## config.mk

```make
export PLATFORM = sky130hd
export DESIGN_NAME = zreg_arbiter
export DESIGN_NICKNAME = d
export VERILOG_FILES = /design/src/rtl/zreg_arbiter.sv
export SDC_FILE = /design/constraint.sdc
export NUM_CORES = 1
export LEC_CHECK = 0
export ABC_AREA = 1
export CAP_MARGIN = 20
export CORE_MARGIN = 2
export CORE_UTILIZATION = 40
export CTS_BUF_LIST = sky130_fd_sc_hd__clkbuf_8
export CTS_CLUSTER_DIAMETER = 200
export DETAILED_ROUTE_END_ITERATION = 12
export DONT_BUFFER_PORTS = 1
export GPL_ROUTABILITY_DRIVEN = 0
export GPL_TIMING_DRIVEN = 1
export PLACE_DENSITY = 0.58
export SKIP_LAST_GASP = 1
export SYNTH_ARGS = -nofsm -noshare
export SYNTH_HDL_FRONTEND = slang
export SYNTH_SLANG_ARGS = --single-unit
```

## constraint.sdc

```tcl
create_clock -name clk -period 3.77 [get_ports clk]
set_clock_uncertainty 0.1 [all_clocks]
set_input_delay 0.754 -clock clk [delete_from_list [all_inputs] [get_ports clk]]
set_output_delay 0.754 -clock clk [all_outputs]
set_load 0.01 [all_outputs]
```

## src/rtl/zreg_arbiter.sv

```systemverilog
// Round-robin two-port access controller for a 4 x 8-bit zregister file.
// Serialises A/B requests through IDLE -> ACCESS -> RELEASE with registered outputs.
module zreg_arbiter #(
    parameter int unsigned DATA_W = 8,
    parameter int unsigned SEL_W  = 2
) (
    input  logic              clk,
    input  logic              rst_n,
    input  logic              a_req_i,
    input  logic              a_we_i,
    input  logic [SEL_W-1:0]  a_sel_i,
    input  logic [DATA_W-1:0] a_wdata_i,
    output logic              a_gnt_o,
    output logic              a_done_o,
    output logic [DATA_W-1:0] a_rdata_o,
    input  logic              b_req_i,
    input  logic              b_we_i,
    input  logic [SEL_W-1:0]  b_sel_i,
    input  logic [DATA_W-1:0] b_wdata_i,
    output logic              b_gnt_o,
    output logic              b_done_o,
    output logic [DATA_W-1:0] b_rdata_o,
    output logic [DATA_W-1:0] rf_in_o,
    output logic              rf_opcode_o,
    output logic [SEL_W-1:0]  rf_sel_o,
    input  logic [DATA_W-1:0] rf_out_i,
    output logic              busy_o
);

    typedef enum logic [1:0] {
        S_IDLE    = 2'd0,
        S_ACCESS  = 2'd1,
        S_RELEASE = 2'd2
    } state_e;

    localparam logic PORT_A = 1'b0;
    localparam logic PORT_B = 1'b1;

    state_e             state_q, state_d;
    logic               owner_q, owner_d;
    logic               last_q, last_d;
    logic               we_q, we_d;
    logic [SEL_W-1:0]   sel_q, sel_d;
    logic [DATA_W-1:0]  in_q, in_d;
    logic               op_q, op_d;
    logic               a_gnt_q, a_gnt_d, b_gnt_q, b_gnt_d;
    logic               a_done_q, a_done_d, b_done_q, b_done_d;
    logic [DATA_W-1:0]  a_rdata_q, a_rdata_d, b_rdata_q, b_rdata_d;
    logic               busy_q, busy_d;
    logic               win;

    // State and output registers; reset leaves the pointer at B so A wins first.
    always_ff @(posedge clk or negedge rst_n) begin
        if (!rst_n) begin
            state_q   <= S_IDLE;
            owner_q   <= PORT_A;
            last_q    <= PORT_B;
            we_q      <= 1'b0;
            sel_q     <= '0;
            in_q      <= '0;
            op_q      <= 1'b0;
            a_gnt_q   <= 1'b0;
            b_gnt_q   <= 1'b0;
            a_done_q  <= 1'b0;
            b_done_q  <= 1'b0;
            a_rdata_q <= '0;
            b_rdata_q <= '0;
            busy_q    <= 1'b0;
        end else begin
            state_q   <= state_d;
            owner_q   <= owner_d;
            last_q    <= last_d;
            we_q      <= we_d;
            sel_q     <= sel_d;
            in_q      <= in_d;
            op_q      <= op_d;
            a_gnt_q   <= a_gnt_d;
            b_gnt_q   <= b_gnt_d;
            a_done_q  <= a_done_d;
            b_done_q  <= b_done_d;
            a_rdata_q <= a_rdata_d;
            b_rdata_q <= b_rdata_d;
            busy_q    <= busy_d;
        end
    end

    // Next state plus the values every registered output takes in that state.
    always_comb begin
        state_d   = state_q;
        owner_d   = owner_q;
        last_d    = last_q;
        we_d      = we_q;
        sel_d     = sel_q;
        in_d      = in_q;
        op_d      = 1'b0;
        a_gnt_d   = 1'b0;
        b_gnt_d   = 1'b0;
        a_done_d  = 1'b0;
        b_done_d  = 1'b0;
        a_rdata_d = a_rdata_q;
        b_rdata_d = b_rdata_q;
        win       = PORT_A;

        case (state_q)
            S_IDLE: begin
                if (a_req_i || b_req_i) begin
                    win     = (a_req_i && b_req_i) ? ~last_q : b_req_i;
                    owner_d = win;
                    last_d  = win;
                    we_d    = win ? b_we_i    : a_we_i;
                    sel_d   = win ? b_sel_i   : a_sel_i;
                    in_d    = win ? b_wdata_i : a_wdata_i;
                    op_d    = we_d;
                    a_gnt_d = ~win;
                    b_gnt_d = win;
                    state_d = S_ACCESS;
                end
            end
            S_ACCESS: begin
                // Strobe drops here while select/data hold through RELEASE.
                a_done_d = ~owner_q;
                b_done_d = owner_q;
                if (!we_q) begin
                    if (owner_q) b_rdata_d = rf_out_i;
                    else         a_rdata_d = rf_out_i;
                end
                state_d = S_RELEASE;
            end
            S_RELEASE: state_d = S_IDLE;
            default:   state_d = S_IDLE;
        endcase

        busy_d = (state_d != S_IDLE);
    end

    assign a_gnt_o     = a_gnt_q;
    assign b_gnt_o     = b_gnt_q;
    assign a_done_o    = a_done_q;
    assign b_done_o    = b_done_q;
    assign a_rdata_o   = a_rdata_q;
    assign b_rdata_o   = b_rdata_q;
    assign rf_in_o     = in_q;
    assign rf_sel_o    = sel_q;
    assign rf_opcode_o = op_q;
    assign busy_o      = busy_q;

endmodule

```

**After elaboration in Yosys (flattened, before gate mapping)**

Index checks and enable logic that the tools add are counted.

- Eq/ne operators: 1
- Multiplexer cells: 14
- Bitwise logic cells: 4
- Reduce and logical (&&, ||, !) cells: 7

Operators with widths:

| operator | count |
|---|---|
| $mux 1 | 10 |
| $mux 8 | 1 |
| $reduce_and 3->1 | 2 |
| $mux 2 | 2 |
| $not 1->1 | 4 |
| $pmux 2 s2 | 1 |
| $eq 2x1->1 const B | 1 |
| $logic_not 2->1 | 1 |
| $reduce_and 2->1 | 1 |
| $reduce_bool 2->1 | 1 |
| $logic_and 1x1->1 | 1 |
| $logic_or 1x1->1 | 1 |

- Bits in registers: 37
- Input bits: 34
- Output and inout port bits: 32
- Word-level logic and storage cells: 40

**Depth between registers and ports, before layout**

Gate-level depths: netlist of run 1.

- Depth in word-level cells: 5
- Gate-level depth with buffers: 7
- Depth with buffers taken out: 6

**Worst setup path after synthesis of run 1**

OpenSTA, ideal clock, no wires.

- Kind: input -> register
- From: input b_req_i
- To: register we_q
- Setup time: 0.118 ns
- Arrival time: 1.261 ns
- Required time: 3.552 ns
- Path slack: 2.292 ns
- Stages on the path: 5
- Path buffers: 1
- Cell sequence: nor2_1 -> nor2_4 -> buf_4 -> nand2_1 -> nand2_1

- Word-level cells in the longest chain between the ends: 3

Ends and longest elaborated chain:

| item | line | source |
|---|---|---|
| start: declaration | 16 | `input logic b_req_i,` |
| $logic_and 1x1->1 | 107 | `win = (a_req_i && b_req_i) ? ~last_q : b_req_i;` |
| $mux 1 | 107 |  |
| $mux 1 | 110 | `we_d = win ? b_we_i : a_we_i;` |
| end signal: assignment | 73 | `we_q <= we_d;` |
| end: declaration | 42 | `logic we_q, we_d;` |

Several ways; a longest one is shown, not always the timed one.
A chain may end at the register's enable or synchronous reset.

**Final worst setup path of run 1**

- From: register last_q
- To: register owner_q

- Word-level cells in the longest chain between the ends: 2

Ends and longest elaborated chain:

| item | line | source |
|---|---|---|
| start: declaration | 41 | `logic last_q, last_d;` |
| start signal: assignment | 72 | `last_q <= last_d;` |
| $not 1->1 | 107 |  |
| $mux 1 | 107 |  |
| end signal: assignment | 71 | `owner_q <= owner_d;` |
| end: declaration | 40 | `logic owner_q, owner_d;` |

No other way between the ends.

==> results.md, run 1 <==
* Synth unique cells at 17
* Post-route DRC at 0
* Total iterations of the first detailed-routing run at 4
* Routed length per placed instance at ~14 microns
* Total gr overflow at 0
* R2r startpoint: last_q
* Number of hold-repair buffers added at the cts stage at 0
* Critical setup path kind: reg2reg
* Post-synthesis instance area at 1580 sq um
* Count of cells resized by post-cts repair at 0
* CP Capture Type: flop
* Clock Sink Count at 37
* Pins over their slew limit at 0
* Maximum buffer depth of the clock tree at 2
* Number of global-route vias before repair at 1,185
* Boundary Pins at 66
* Core ar. at around 3700 sq um
* Largest area contributor in the netlist: dfrtp_1
* VDD IR-drop max at 291 uV
* GRT Util Overall at 0.160
* Latest clock arrival within the worst-skew pair at between 200 and 300 ps
* Most common flop cell mapped by yosys: dfrtp_1
* Fmax at 584 MHz
* Post-CTS setup buffers at 0
* Headroom to the max-slew limit at 0.728
* Area growth from synthesis to final layout at 5.92%
* DRT iter0 DRCs at 68
* Most instantiated library cell after synthesis: nand2_1
* Width of the chip at 66.9 microns
* Count of max-cap constraint violations at 0
* Part of the Yosys area used for sequential elements at 0.585
* Final wirelength at 3.11 mm
* Yosys warns at 0
* Worst EP required at 3820 ps
* Worst Hold Class: in2async
* Die Footprint at 4480 sq um
* Clk Tree Root Cell: clkbuf_8
* PwrDens at 856 nW/um^2
* CTS tree: yes
* Global-route wire length before repair at 5.28 mm
* Detail Route Antenna Nets at 0
* Detailed placement HPWL at 2.24 mm
* Final Core Density at 0.448
* Nets at 209
* Cell types with the largest area share after synthesis: dfrtp_1, nand2_1, inv_1
* Total inserted antenna cells at 0
* Clock buffers created by TritonCTS at 5
* Final setup violating endpoints at 0
* Die extent in y at 66.9 microns
* Via total after detailed routing at 1,120
* Final period utilization at 0.454
* Critical Path Source Type: flop
* Proportion of netlist area held by the largest area contributor at 0.569
* Initial antenna violation count at 0
* Flip-flop and latch count after synthesis at 37
* Total Negative Setup Slacks at 0 ps
* Outcome: finished clean
* Actual transition at the worst max-transition pin at 407 ps
* Number of enable flip-flop cells after synthesis at 0
* Arrival time reported for the critical path endpoint at around 1800 ps
* Post-synthesis net count at 209
* Async set-or-reset flop fraction in the synthesized netlist at 1.00
* Pin count of the biggest net entering global routing at 38
* Mean number of vias per cell at roughly 5.0
* Count of final hold-check violations at 0
* Timing startpoint of the critical path: last_q
* # rows at 22
* H-tree depth at 2
* Starting density of the core at 0.423
* Clock transition time at the flip-flop clock pins of the worst setup and hold paths at 70 ps
* Mean post-synth cell area at about 9 sq um
* Most frequent cells after synthesis: nand2_1, dfrtp_1, inv_1, nand3_1, o21ai_2
* RSZ-0062 raised after global routing: no
* Max Fanout on Critical Path at 13
* Leakage power of the design at 0.895 nW
* Number of instances in the synthesized netlist at 175
* IO Port Bufs at 0
* Share of post-route cells with drive strength above 1 at 0.126
* Min Tclk post-route at about 1700 ps
[metal layers]
metal | vias up | track usage | routed length (microns)
met5 | - | 0 | 0
met4 | 0 | 0.0510 | 35
met3 | 5 | 0.0777 | 249
met2 | 36 | 0.270 | 1590
met1 | 542 | 0.175 | 1240
li1 | 537 | - | -
[area by class of cell]
| cell class | count | area (sq um) |
|---|---|---|
| fillers | 392 | 2070 |
| flip-flops and latches | 37 | 927 |
| multi-input cells | 110 | 526 |
| clock buffers | 6 | 82.6 |
| inverters | 21 | 78.8 |
| well taps | 48 | 60.1 |
| clock inverters | 1 | 3.75 |
[flip-flops by register name, summed over array words and instances (netlist names)]
name,flops
a_done_o,1
a_gnt_o,1
a_rdata_o,8
b_done_o,1
b_gnt_o,1
b_rdata_o,8
busy_o,1
last_q,1
owner_q,1
rf_in_o,8
rf_opcode_o,1
rf_sel_o,2
state_q,2
we_q,1
[worst max-delay path: stages, from the launching register on]
cell,delay [ps]
dfstp_2,540
nand2_1,250
nand2_1,410
nor2_1,100
inv_1,90
o21ai_0,80
[cell families (layout without fill, tap and decap cells)]
group | count (synthesis) | after routing | share of synthesized area
DFF | 37 | 37 | 0.585
AOI/OAI and AO/OA | 18 | 18 | 0.0782
and+or+nand+nor | 92 | 92 | 0.254
buffers and inverters | 28 | 28 | 0.0829
[power breakdown]
group	leakage [nW]	switching (mW)	internal [mW]
logic	0.390	0.243	0.130
clock network	0.0485	0.127	0.142
registers	0.457	0.202	0.592
[stage by stage]
step / std cells / total power, mW / setup WS (ps) / cell area (sq um) / hold WS (ps)
floorplan: 175 / 1.11 / 2290 / 1580 / 342
global placement: 216 / 1.16 / 1890 / 1590 / 360
detailed placement: 216 / 1.19 / 1840 / 1590 / 356
CTS: 223 / 1.46 / 2090 / 1680 / 45.5
global route: 223 / 1.56 / 1920 / 1680 / 38.5
finish: 223 / 1.44 / 2060 / 1680 / 58.8
[final timing paths]
path	to	slack, ps	cells past startpoint
hold / removal	rf_in_o[3]	60	0
min in group clk	a_done_o	360	1
setup / recovery	owner_q	2060	5
hold reg to reg	a_done_o	360	1
setup reg to reg	owner_q	2060	5
max in group asynchronous	last_q	3340	0
[cell usage in the layout (no fill, tap or decap), drive strengths merged]
cell type and count:
nand2 67, dfrtp 36, o21ai 17, inv 22, dfstp 1, nand3b 6
a21oi 1, nor2 8, nand3 11, clkbuf 6
Note: power is estimated with default switching activity, not from simulation.
==> run 2: changes to the inputs <==
- ABC_AREA: 1 -> 0
- clock period: 3.77 -> 1.6 ns (I/O delays scaled with it)
==> run 2 against run 1 <==
  * Synthesized cell count down 34%
  * Utilization up 1.4 points
  * Via count down 17%
  * Combinational power up 150%
  * Sequential power up 140%
  * Critical endpoint is now a_rdata_o[1]
  * Die area down 5.9%
  * Global-route usage up 0.15 points
==> results.md, run 2 <==
* Count of max-cap constraint violations at 0 (unchanged)
* Detail Route Antenna Nets at 0 (unchanged)
* Arrival time reported for the critical path endpoint at 1570 ps (-190 ps)
* Latest clock arrival within the worst-skew pair at 280 ps (about the same)
* Maximum buffer depth of the clock tree at 2 (unchanged)
* Share of post-route cells with drive strength above 1 at 0.161 (+0.0356)
* Post-synthesis instance area at 1490 sq um (-6.2%)
* Clk Tree Root Cell: clkbuf_8
* Die Footprint at 4220 sq um (-5.9%)
* Cell family with the largest share of critical-path delay: flip-flops
* Via total after detailed routing at 930 (-17%)
* Filler cell count in the final layout at 332 (-15%)
* Most common cell after layout, fill and taps aside: dfrtp_1
* Synth unique cells at 27 (+10)
* Final period utilization at 0.946 (+0.492)
* Count of final hold-check violations at 0 (unchanged)
* Area growth from synthesis to final layout at 12.1%
* Width of the chip at 64.9 microns (-3.0%)
* Yosys warns at 0 (unchanged)
* Critical setup path kind: reg2reg
* Combinational fraction of design power at 0.266 (+0.006)
* Detail Route met2 WL at 1.47 mm (-7.5%)
* Boundary Pins at 66 (unchanged)
* Initial antenna violation count at 1 (+1)
* Post-route DRC at 0 (unchanged)
* Number of enable flip-flop cells after synthesis at 0 (unchanged)
* Final setup violating endpoints at 0 (unchanged)
* Total iterations of the first detailed-routing run at 4 (unchanged)
* Clock Sink Count at 37 (unchanged)
* Routed length per placed instance at 17.7 microns (+27%)
* Number of buffer and inverter instances along the worst setup path at 1 (unchanged)
* Most common flop cell mapped by yosys: dfrtp_1
* Die extent in y at 64.9 microns (-3.0%)
* Cell types with the largest area share after synthesis: dfrtp_1, mux2_1, nand2_1
* Setup slack on the worst flop-to-flop path at 90 ps (-1970 ps)
* DRT iter0 DRCs at 67 (-1.5%)
* Flip-flop and latch count after synthesis at 37 (unchanged)
* Cell-by-cell listing of the critical path: nand2b_2, nor3_4, buf_4, mux2_1
* Starting density of the core at 0.412 (-0.0113)
* Routed length on met3 at 292 microns (+17%)
* Nets at 158 (-24%)
* Largest area contributor in the netlist: dfrtp_1
* Max Fanout on Critical Path at 8 (-5)
* Worst hold margin at 69.8 ps (+11.1 ps)
* Clock transition time at the flip-flop clock pins of the worst setup and hold paths at 70 ps (about the same)
* Number of instances in the synthesized netlist at 116 (-34%)
* Outcome: finished clean
* Global-route wire length before repair at 4.93 mm (-6.5%)
* Core ar. at 3610 sq um (-3.7%)
* Area after DPL at 1540 sq um (-3.1%)
* Number of global-route vias before repair at 941 (-21%)
* Pin count of the biggest net entering global routing at 38 (unchanged)
* Detailed placement HPWL at 2.28 mm (+1.8%)
* Cell at the slowest stage of the critical path: dfrtp_1
* Mean post-synth cell area at 12.8 sq um (+41%)
* NetSw at 1.27 mW (+120%)
* Clock power frac at 0.184 (-0.003)
* Maximum cell stage delay along the critical path at 390 ps (-150 ps)
* Worst Hold Class: in2reg
* Sequential Power Share at 0.549 (-0.004)
* Leading cell types in the layout, fill and taps excluded: dfrtp_1, nand2_1, mux2_1
* Post-synthesis net count at 150 (-28%)
* Sum of routed wire segments on met1 at 1.24 mm (+0.32%)
* Most instantiated library cell after synthesis: dfrtp_1
* PwrDens at 2080 nW/um^2 (+140%)
* VDD IR-drop max at 627 uV (+120%)
* Part of the Yosys area used for sequential elements at 0.624 (+0.0390)
* Fmax at 661 MHz (+13%)
* Mean number of vias per cell at 5.38 (+7.0%)
* # rows at 22 (unchanged)
* Proportion of netlist area held by the largest area contributor at 0.607 (+0.0379)
* Post-Layout Inst Area at 1670 sq um (-0.75%)
* Worst EP required at 1660 ps (-2160 ps)
* Total Negative Setup Slacks at 0 ps (unchanged)
* Total gr overflow at 0 (unchanged)
* Headroom to the max-slew limit at 0.780 (+0.0515)
* GRT Util Overall at 0.161 (+0.00149)
* Actual transition at the worst max-transition pin at 329 ps (-78.2 ps)
* Post-CTS setup buffers at 0 (unchanged)
* Async set-or-reset flop fraction in the synthesized netlist at 1.00 (unchanged)
* IO Port Bufs at 0 (unchanged)
* Most frequent cells after synthesis: dfrtp_1, mux2_1, nand2_1, a21oi_1, a31oi_1
* H-tree depth at 2 (unchanged)
* Min Tclk post-route at 1510 ps (-199 ps)
* CTS tree: yes
* Critical Path Source Type: flop
* Clock buffers created by TritonCTS at 5 (unchanged)
* Leakage power of the design at 0.771 nW (-14%)
* RSZ-0062 raised after global routing: no
* Topmost layer with routed signal wires: met4
* Final wirelength at 3.07 mm (-1.3%)
* Int Power at 2.20 mW (+150%)
* Pins over their slew limit at 0 (unchanged)
* CP Capture Type: flop
* Switching portion of total power at 0.366 (-0.0318)
run 2: changes by cell type in the layout (fill, tap and decap cells not counted), sizes merged, moves of 6 or more:
cell,change
inv,-17
a31oi,+6
nand3b,-6
nand2,-51
buf,+6
mux2,+16
o21ai,-17
nand3,-10
run 2: what timing repair did:
action,in CTS,in global routing
endpoints found under the hold margin,37,0
hold buffers,2,0
setup endpoints to repair,0,9
resized for setup,0,2
run 2: cell type report:
class                      instances  area, sq um  area share
multi-input combinational         69          507       0.304
timing repair buffer               7         67.6      0.0406
clock inverter                     1         3.75     0.00225
sequential                        37          927       0.557
antenna                            1         2.50     0.00150
tap                               48         60.1      0.0361
clock buffer                       6         82.6      0.0496
inverter                           4         15.0     0.00902
run 2: cells by family (layout without fill, tap and decap cells):
family	Yosys count	after routing	synth area share
flip-flops	37	37	0.624
AND/OR/NAND/NOR	31	31	0.110
AO/OA/AOI/OAI	22	22	0.108
multiplexers	16	16	0.121
buffers and inverters	10	18	0.0371
other	0	1	0
run 2: through the flow:
step	power (mW)	setup WS, ps	cells	util
floorplan	2.55	155	116	-
global placement	2.77	75.6	163	0.428
detailed placement	2.84	39.1	163	0.428
CTS	3.52	19.7	172	0.460
global route	3.72	28.1	173	0.462
finish	3.47	87.0	173	0.462
run 2: final timing paths:
| kind | startpoint | depth (start not counted) | endpoint |
|---|---|---|---|
| worst max-delay path | state_q[1] | 4 | a_rdata_o[1] |
| worst min-delay path | rf_out_i[2] | 1 | b_rdata_o[2] |
| worst max register to register | state_q[1] | 4 | a_rdata_o[1] |
| worst min register to register | owner_q | 1 | a_done_o |
| max in group asynchronous | rst_n | 2 | last_q |
| min in group asynchronous | rst_n | 2 | state_q[1] |
run 2: metal layers:
layer,up-vias,global-route usage
met5,-,0
met4,0,0.0745
met3,6,0.0885
met2,41,0.235
met1,461,0.194
li1,422,-
run 2: power groups by stage:
stage               clock network (mW)  logic (mW)  registers (mW)
floorplan                            0       0.722            1.83
CTS                              0.667       0.933            1.92
finish                           0.639       0.924            1.91
global route                     0.713        1.04            1.97
global placement                     0       0.855            1.92
detailed placement                   0       0.905            1.94
run 2: worst reg2reg max path, stage by stage (launching register included):
cell	delay (ps)
dfrtp_1	390
nand2b_2	230
nor3_4	120
buf_4	200
mux2_1	350
==> run 3: changes to the inputs <==
- CORE_MARGIN: 2 -> 5
- CORE_UTILIZATION: 40 -> 45
- PLACE_DENSITY: 0.58 -> 0.64
==> run 3 against run 2 <==
  * Total power down 0.30%
  * Combinational power up 1%
  * Die area up 7.9%
  * Largest power group unchanged
  * Wire length down 4.2%
  * Clock-buffer cell count unchanged
  * Critical path depth unchanged
  * Setup slack better by 27 ps
==> results.md, run 3 (synthesis results as in run 2) <==
* Post-route DRC at 0 (unchanged)
* Clk Tree Root Cell: clkbuf_8
* Initial antenna violation count at 0 (-1)
* Core ar. at 3100 sq um (-14%)
* Detailed placement HPWL at 2.25 mm (-1.4%)
* Total gr overflow at 0 (unchanged)
* Pins over their slew limit at 0 (unchanged)
* Final Core Density at 0.536 (+0.0745)
* Boundary Pins at 66 (unchanged)
* Dpl ws at 31.7 ps (-7.37 ps)
* Final wirelength at 2.94 mm (-4.2%)
* Via total after detailed routing at 922 (-0.86%)
* Mean number of vias per cell at 5.49 (+2.1%)
* Outcome: finished clean
* Total iterations of the first detailed-routing run at 4 (unchanged)
* RSZ-0062 raised after global routing: no
* Final setup violating endpoints at 0 (unchanged)
* Total inserted antenna cells at 0 (-1)
* # rows at 20 (-9.1%)
* Leakage power of the design at 0.774 nW (+0.43%)
* Share of post-route cells with drive strength above 1 at 0.145 (-0.0161)
* H-tree depth at 2 (unchanged)
* Area growth from synthesis to final layout at 12.0% (about the same)
* DRT iter0 DRCs at 50 (-25%)
* CP Capture Type: flop
* Critical Path Source Type: flop
* Actual transition at the worst max-transition pin at 465 ps (+136 ps)
* Latest clock arrival within the worst-skew pair at 270 ps (about the same)
* PwrDens at 2080 nW/um^2 (-0.22%)
* Clock Sink Count at 37 (unchanged)
* IO Port Bufs at 0 (unchanged)
* Maximum buffer depth of the clock tree at 2 (unchanged)
* Nets at 157 (-0.63%)
* Headroom to the max-slew limit at 0.688 (-0.0910)
* Global-route wire length before repair at 4.80 mm (-2.7%)
* Count of max-cap constraint violations at 0 (unchanged)
* Worst hold margin at 74.1 ps (+4.27 ps)
* Width of the chip at 67.5 microns (+3.9%)
* Max Fanout on Critical Path at 8 (unchanged)
* Clock buffers created by TritonCTS at 5 (unchanged)
* Final period utilization at 0.929 (-0.0170)
* Count of final hold-check violations at 0 (unchanged)
* Fmax at 673 MHz (+1.8%)
* Number of global-route vias before repair at 1,069 (+14%)
* Detail Route Antenna Nets at 0 (unchanged)
* CTS tree: yes
* Routed length per placed instance at 17.5 microns (-1.4%)
* Post-CTS setup buffers at 0 (unchanged)
* Die Footprint at 4550 sq um (+7.9%)
* Die extent in y at 67.5 microns (+3.9%)
* Arrival time reported for the critical path endpoint at 1540 ps (-30 ps)
* Most common cell after layout, fill and taps aside: dfrtp_1
* GRT Util Overall at 0.145 (-0.0164)
* Worst EP required at 1660 ps (about the same)
* Worst Setup Slack, final at 114 ps (+27.3 ps)
* Leading cell types in the layout, fill and taps excluded: dfrtp_1, nand2_1, mux2_1
* Critical setup path kind: reg2reg
* Total Negative Setup Slacks at 0 ps (unchanged)
* Starting density of the core at 0.479 (+0.0668)
* Min Tclk post-route at 1490 ps (-27.3 ps)
* VDD IR-drop max at 707 uV (+13%)
* Worst Hold Class: in2reg
* Clock transition time at the flip-flop clock pins of the worst setup and hold paths at 60 ps (about the same)
* Pin count of the biggest net entering global routing at 38 (unchanged)
-- run 3: cell types whose count changed in the layout (fill, tap and decap cells not counted), sizes merged --
cell   previous run  this run
diode             1         0
inv               5         6
buf               6         5
-- run 3: area by class of cell --
| type | instances | area (sq um) |
|---|---|---|
| fillers | 300 | 1440 |
| clock buffers | 6 | 82.6 |
| multi-input cells | 69 | 504 |
| inverters | 4 | 15.0 |
| repair buffers | 6 | 72.6 |
| clock inverters | 2 | 7.51 |
| well taps | 44 | 55.1 |
| flip-flops and latches | 37 | 927 |
-- run 3: worst paths after layout --
kind,start,slack [ps],cells past startpoint,end
worst min register to register,last_q,440,2,last_q
worst max register to register,state_q[1],110,4,a_rdata_o[3]
worst max-delay path,state_q[1],110,4,a_rdata_o[3]
max in group asynchronous,rst_n,750,2,last_q
worst min-delay path,rf_out_i[7],70,1,b_rdata_o[7]
min in group asynchronous,rst_n,400,2,rf_in_o[1]
-- run 3: per-stage QoR --
step | area (sq um) | cells | total power, mW
3_5_place_dp | 1540 | 158 | 2.86
4_1_cts | 1660 | 168 | 3.53
6_report | 1660 | 168 | 3.46
2_1_floorplan | 1490 | 116 | 2.55
3_3_place_gp | 1540 | 158 | 2.79
5_1_grt | 1660 | 168 | 3.71
-- run 3: timing repair --
item	in CTS	in global routing
resized for setup	0	1
hold buffers	2	0
endpoints found under the setup margin	0	4
endpoints found under the hold margin	37	0
-- run 3: per-layer routing --
metal,wire length (microns),GRT usage,vias up
li1,-,-,420
met1,1100,0.149,447
met2,1430,0.250,49
met3,365,0.0632,6
met4,44,0.0684,0
met5,0,0,-
-- run 3: power by group --
| group | leakage, nW | total, mW | internal (mW) | switching (mW) |
|---|---|---|---|---|
| Sequential | 0.444 | 1.90 | 1.41 | 0.487 |
| Combinational | 0.276 | 0.934 | 0.468 | 0.466 |
| Clock | 0.0538 | 0.629 | 0.338 | 0.291 |
-- run 3: critical path: stages (launching register included) --
cell      delay (ps)
dfrtp_1          390
nand2b_1         230
nor3_4           180
buf_12           150
mux2_1           320
